### src/rtl/am_init_if.sv
// AM init line bundle: request in, AM chip / FIFO reset controls and status out.
interface am_init_if;
    logic       am_init;
    logic       am_rst;
    logic       resfifon;
    logic       busy;
    logic       init_done;
    logic [7:0] init_cnt;

    modport master (output am_init, input am_rst, resfifon, busy, init_done, init_cnt);
    modport slave  (input am_init, output am_rst, resfifon, busy, init_done, init_cnt);
endinterface

### src/rtl/am_init_seq.sv
// Receive end of the AM init line: qualifies the stretched request and runs
// chip reset -> FIFO reset -> settle, closing with init_done and a count.
module am_init_seq #(
    parameter int MIN_W      = 2,
    parameter int RST_LEN    = 8,
    parameter int FIFO_LEN   = 2,
    parameter int SETTLE_LEN = 16,
    parameter int CNT_W      = 5
) (
    input  logic      clk,
    input  logic      rst,
    am_init_if.slave  bus
);
    localparam int HW = $clog2(MIN_W + 1);
    localparam logic [CNT_W-1:0] L_RST = CNT_W'(RST_LEN - 1);
    localparam logic [CNT_W-1:0] L_FIF = CNT_W'(FIFO_LEN - 1);
    localparam logic [CNT_W-1:0] L_SET = CNT_W'(SETTLE_LEN - 1);

    typedef enum logic [2:0] {S_IDLE, S_RESET, S_FIFO, S_SETTLE, S_DONE} state_t;

    state_t           r_state;
    logic [CNT_W-1:0] r_ph;
    logic [HW-1:0]    r_hi_cnt;
    logic             r_armed;
    logic             r_am_rst;
    logic             r_resfifon;
    logic             r_busy;
    logic             r_init_done;
    logic [7:0]       r_init_cnt;

    logic w_reach;
    logic w_accept;

    // This high sample brings hi_cnt up to MIN_W.
    assign w_reach  = (32'(r_hi_cnt) + 32'd1) >= 32'(MIN_W);
    assign w_accept = bus.am_init && r_armed && w_reach;

    always_ff @(posedge clk) begin
        if (rst) begin
            r_state     <= S_IDLE;
            r_ph        <= '0;
            r_hi_cnt    <= '0;
            r_armed     <= 1'b1;
            r_am_rst    <= 1'b0;
            r_resfifon  <= 1'b1;
            r_busy      <= 1'b0;
            r_init_done <= 1'b0;
            r_init_cnt  <= '0;
        end else begin
            r_hi_cnt    <= !bus.am_init ? '0 : (w_reach ? HW'(MIN_W) : r_hi_cnt + HW'(1));
            r_armed     <= !bus.am_init || (r_armed && !w_accept);
            r_init_done <= 1'b0;
            // An accepted request restarts from RESET in any state, aborting a running sequence.
            if (w_accept) begin
                r_state    <= S_RESET;
                r_ph       <= '0;
                r_am_rst   <= 1'b1;
                r_resfifon <= 1'b1;
                r_busy     <= 1'b1;
            end else begin
                case (r_state)
                    S_IDLE: ;
                    S_RESET:
                        if (r_ph == L_RST) begin
                            r_state    <= S_FIFO;
                            r_ph       <= '0;
                            r_resfifon <= 1'b0;
                        end else r_ph <= r_ph + CNT_W'(1);
                    S_FIFO:
                        if (r_ph == L_FIF) begin
                            r_state    <= S_SETTLE;
                            r_ph       <= '0;
                            r_am_rst   <= 1'b0;
                            r_resfifon <= 1'b1;
                        end else r_ph <= r_ph + CNT_W'(1);
                    S_SETTLE:
                        if (r_ph == L_SET) begin
                            r_state     <= S_DONE;
                            r_ph        <= '0;
                            r_busy      <= 1'b0;
                            r_init_done <= 1'b1;
                            r_init_cnt  <= r_init_cnt + 8'd1;
                        end else r_ph <= r_ph + CNT_W'(1);
                    S_DONE:  r_state <= S_IDLE;
                    default: r_state <= S_IDLE;
                endcase
            end
        end
    end

    assign bus.am_rst    = r_am_rst;
    assign bus.resfifon  = r_resfifon;
    assign bus.busy      = r_busy;
    assign bus.init_done = r_init_done;
    assign bus.init_cnt  = r_init_cnt;
endmodule

### src/flat_wrapper.sv
// flat-port wrapper written by rule: the top's interface ports become plain ports
module am_init_seq_flat 
#(
    parameter int MIN_W      = 2,
    parameter int RST_LEN    = 8,
    parameter int FIFO_LEN   = 2,
    parameter int SETTLE_LEN = 16,
    parameter int CNT_W      = 5
)
  (clk, rst, bus_am_init, bus_am_rst, bus_resfifon, bus_busy, bus_init_done, bus_init_cnt);
  am_init_if bus_i ();
  input  logic clk;
  input  logic rst;
  input wire logic [$bits(bus_i.am_init)-1:0] bus_am_init;
  output wire logic [$bits(bus_i.am_rst)-1:0] bus_am_rst;
  output wire logic [$bits(bus_i.resfifon)-1:0] bus_resfifon;
  output wire logic [$bits(bus_i.busy)-1:0] bus_busy;
  output wire logic [$bits(bus_i.init_done)-1:0] bus_init_done;
  output wire logic [$bits(bus_i.init_cnt)-1:0] bus_init_cnt;
  assign bus_i.am_init = bus_am_init;
  assign bus_am_rst = bus_i.am_rst;
  assign bus_resfifon = bus_i.resfifon;
  assign bus_busy = bus_i.busy;
  assign bus_init_done = bus_i.init_done;
  assign bus_init_cnt = bus_i.init_cnt;
  am_init_seq #(.MIN_W(MIN_W), .RST_LEN(RST_LEN), .FIFO_LEN(FIFO_LEN), .SETTLE_LEN(SETTLE_LEN), .CNT_W(CNT_W)) u_core (.clk(clk), .rst(rst), .bus(bus_i));
endmodule
### config.mk
export PLATFORM = sky130hd
export DESIGN_NAME = am_init_seq_flat
export DESIGN_NICKNAME = d
export VERILOG_FILES = /design/src/rtl/am_init_if.sv /design/src/rtl/am_init_seq.sv /design/src/flat_wrapper.sv
export SDC_FILE = /design/constraint.sdc
export NUM_CORES = 1
export LEC_CHECK = 0
export ABC_CLOCK_PERIOD_IN_PS = 1810
export CORE_UTILIZATION = 32
export CTS_BUF_LIST = sky130_fd_sc_hd__clkbuf_4 sky130_fd_sc_hd__clkbuf_8
export DETAILED_ROUTE_END_ITERATION = 10
export PLACE_DENSITY = 0.5
export SYNTH_ARGS = -nofsm -noshare
export SYNTH_HDL_FRONTEND = slang
export SYNTH_SLANG_ARGS = --single-unit
### constraint.sdc
create_clock -name clk -period 1.81 [get_ports clk]
set_input_delay 0.181 -clock clk [delete_from_list [all_inputs] [get_ports clk]]
set_output_delay 0.181 -clock clk [all_outputs]
set_load 0.05 [all_outputs]
==> results.toml <==
[floorplanning]
die_w_microns = 60.5
io_pins = 15
dieArea_sq_um = 3660
die_h_microns = 60.5
core-area_sq_um = 3150
rows = 20
start_util = 0.348

[drt]
wl_mm = 2.40
via_per_inst = 4.83
drc = 0
routedWlPerCell_microns = 12.3
drt_iter0_drc = 29
ant_nets = 0
dr.pass1.iters = 5
vias = 941

[cells_and_area]
final_common_cell = "dfxtp_1"
antenna_cells = 0
layout_common_cells = "dfxtp_1, nor2_1, nand2_1"
area_delta_synth_final_pct = 33.8
fin_cells = 195
multi_input_area_sq_um = 676
drive_gt1_frac = 0.179
n_fill_cell = 320
nets = 160
fin_area_sq_um = 1470
final-seq-area_sq_um = 463

[sta]
max_slew_margin = 0.554
tns_ns = 0
worst_slew_pin_slew_ns = 0.668
setup_viol = 0
skew_ns = 0.0116
fin_hold_ws_ns = 0.494
fmax_ghz = 0.579
grt_setup_unrepaired = "no"
slew_violations = 0
finalCritPeriodShare = 0.954
period_minus_slack_ns = 1.73
finalHoldViolCount = 0

[global_routing]
grt_overflow_total = 0
use_met1 = 0.184
use_met2 = 0.231
grt_pass1_wl_mm = 3.86
busiest_layer = "met2"
grt_max_degree = 13
grt_use_met3 = 0.0448
gr-usage-all-layers = 0.142
antenna_found_initial = 0
grt_pass1_vias = 906

[cts]
clkLatencyLatePin_ns = 0.31
tritoncts = "done"
cts_buffers = 3
cts_buffer_depth = 2
postCtsSetupRepairBufs = 0
cts.sinks = 23
clk_pin_slew_ns = 0.13
clock-root-buffer = "clkbuf_4"
cts-htree-levels = 1

[synth]
synth_cell_types = 30
yosys.area_share.simple = 0.292
syn_area_per_cell_sq_um = 8.56
synth-compound-area-share = 0.145
synthCells = 128
synth_xor_area_frac = 0.0559
synth_fa_ha_area_frac = 0.0571
syn-num-nets = 136
synth_seq_area_share = 0.420
synth_top_family_by_area = "simple AND/OR/NAND/NOR gates"
ys_ff_latch = 23
syn_area_sq_um = 1100
yosys-top-cells-area = "dfxtp_1, nor2_1, ha_1"
synthMuxAreaShare = 0
synth.top_cell.area_share = 0.420
yosysTopAreaCell = "dfxtp_1"
ys_warn_count = 0

[status]
status = "finished clean"

[power]
peakVddDrop_uv = 477
p_total_uw = 854
power_density_nw_per_um2 = 582
leakagePower_uw = 0.000629

[worst_setup_path]
crit_path_start_kind = "register"
path_cells = "buf_6 > inv_4 > ha_4 > or4b_4 > o211a_1 > o211ai_1 > a31oi_1"
setup.worst_path.end_class = "register"
arrival_ns = 1.92
crit_family = "compound AO/OA/AOI/OAI gates"
path_buf_inv = 2
cp.depth = 7
critPathRequiredTime_ns = 2.01
slowest_stage = "or4b_4"
max_stage_delay_ns = 0.46
critical_path.max_fanout = 4
worstReg2RegStart = "u_core.r_ph[1]$_SDFFE_PP0N_"
worstRegToRegCells = 7
crit_type = "reg2reg"
r2r-end = "u_core.r_ph[3]$_SDFFE_PP0N_"
r2r_slack_ns = 0.08

[place]
placed_area_sq_um = 1340
routabilityCongestion = 0.779
place_inst = 191
place.port_buffers = 14
dpl.hpwl_mm = 1.76

[worst_hold_path]
min_from = "u_core.r_hi_cnt[1]$_SDFF_PP0_"
hold_class = "reg2reg"
hold_depth = 1
hold_path_end = "u_core.r_hi_cnt[0]$_SDFF_PP0_"

[flow_run]
drv_cap = 0
[routing by layer]
layer,vias to the layer above,share of wire
li1,500,-
met1,427,0.52
met2,12,0.44
met3,2,0.031
met4,0,0.0050
met5,-,0
[through the flow]
stage	util	setup WS [ns]
floorplan	-	0.0380
global placement	0.425	0.0723
detailed placement	0.425	0.0626
CTS	0.435	0.0236
global route	0.465	0.00191
finish	0.465	0.0840
[power breakdown]
part	internal, uW	switching (uW)
sequential	517	10.7
combinational	30.4	47.3
clock	101	147
[logic make-up (layout without fill, tap and decap cells)]
group                      Yosys count  in the layout
and+or+nand+nor                     61             61
AOI/OAI and AO/OA                   24             24
DFF                                 23             23
buffers and inverters                8             31
xor gates and xnor gates             7              7
adders and majority gates            5              5
[cell usage after synthesis (all sizes together)]
master and count:
dfxtp 23, nor2b 2, buf 2, o211ai 4, nor2 20, nand2b 5
xor2 2, and4b 1, o21ai 3, xnor2 5, inv 4, nand2 12
nor3 3, and4bb 1, nor3b 2, nor4 3, or4b 1, nand4b 1
o21bai 1, o2bb2ai 1, a31oi 2, nand3 7, a211oi 3, nand4 1
clkbuf 2, o211a 2, a21oi 7, ha 5, nand3b 2, a21o 1
[registers in the layout, summed over array words and instances, names as in the netlist]
register,flops
u_core.bus.resfifon,1
u_core.r_hi_cnt,2
u_core.bus.busy,1
u_core.bus.init_done,1
u_core.r_ph,5
u_core.r_armed,1
u_core.bus.init_cnt,8
u_core.r_state,3
u_core.bus.am_rst,1
[how the worst max path moves through the flow]
stage | slack [ns] | to | startpoint
floorplan | 0.04 | u_core.bus.init_cnt[5]$_SDFFE_PP0P_ | u_core.r_ph[0]$_SDFFE_PP0N_
global placement | 0.07 | u_core.bus.init_cnt[6]$_SDFFE_PP0P_ | u_core.r_ph[0]$_SDFFE_PP0N_
detailed placement | 0.06 | u_core.r_ph[3]$_SDFFE_PP0N_ | u_core.r_ph[1]$_SDFFE_PP0N_
CTS | 0.02 | bus_init_cnt[3] | u_core.bus.init_cnt[3]$_SDFFE_PP0P_
global route | 0.002 | u_core.bus.init_cnt[3]$_SDFFE_PP0P_ | u_core.r_ph[0]$_SDFFE_PP0N_
finish | 0.08 | u_core.r_ph[3]$_SDFFE_PP0N_ | u_core.r_ph[1]$_SDFFE_PP0N_
[timing repair]
| item | 4_1_cts | 5_1_grt |
|---|---|---|
| hold buffers | 0 | 0 |
| endpoints found under the hold margin | 0 | 0 |
| resized for setup | 0 | 23 |
| endpoints found under the setup margin | 0 | 13 |
[final cells by class]
| cell class | instances | area share |
|---|---|---|
| clock buffer | 4 | 0.0205 |
| inverter | 4 | 0.0119 |
| multi-input combinational | 97 | 0.461 |
| sequential | 23 | 0.316 |
| tap | 44 | 0.0375 |
| timing repair buffer | 23 | 0.154 |
(Power assumes the default switching activity.)
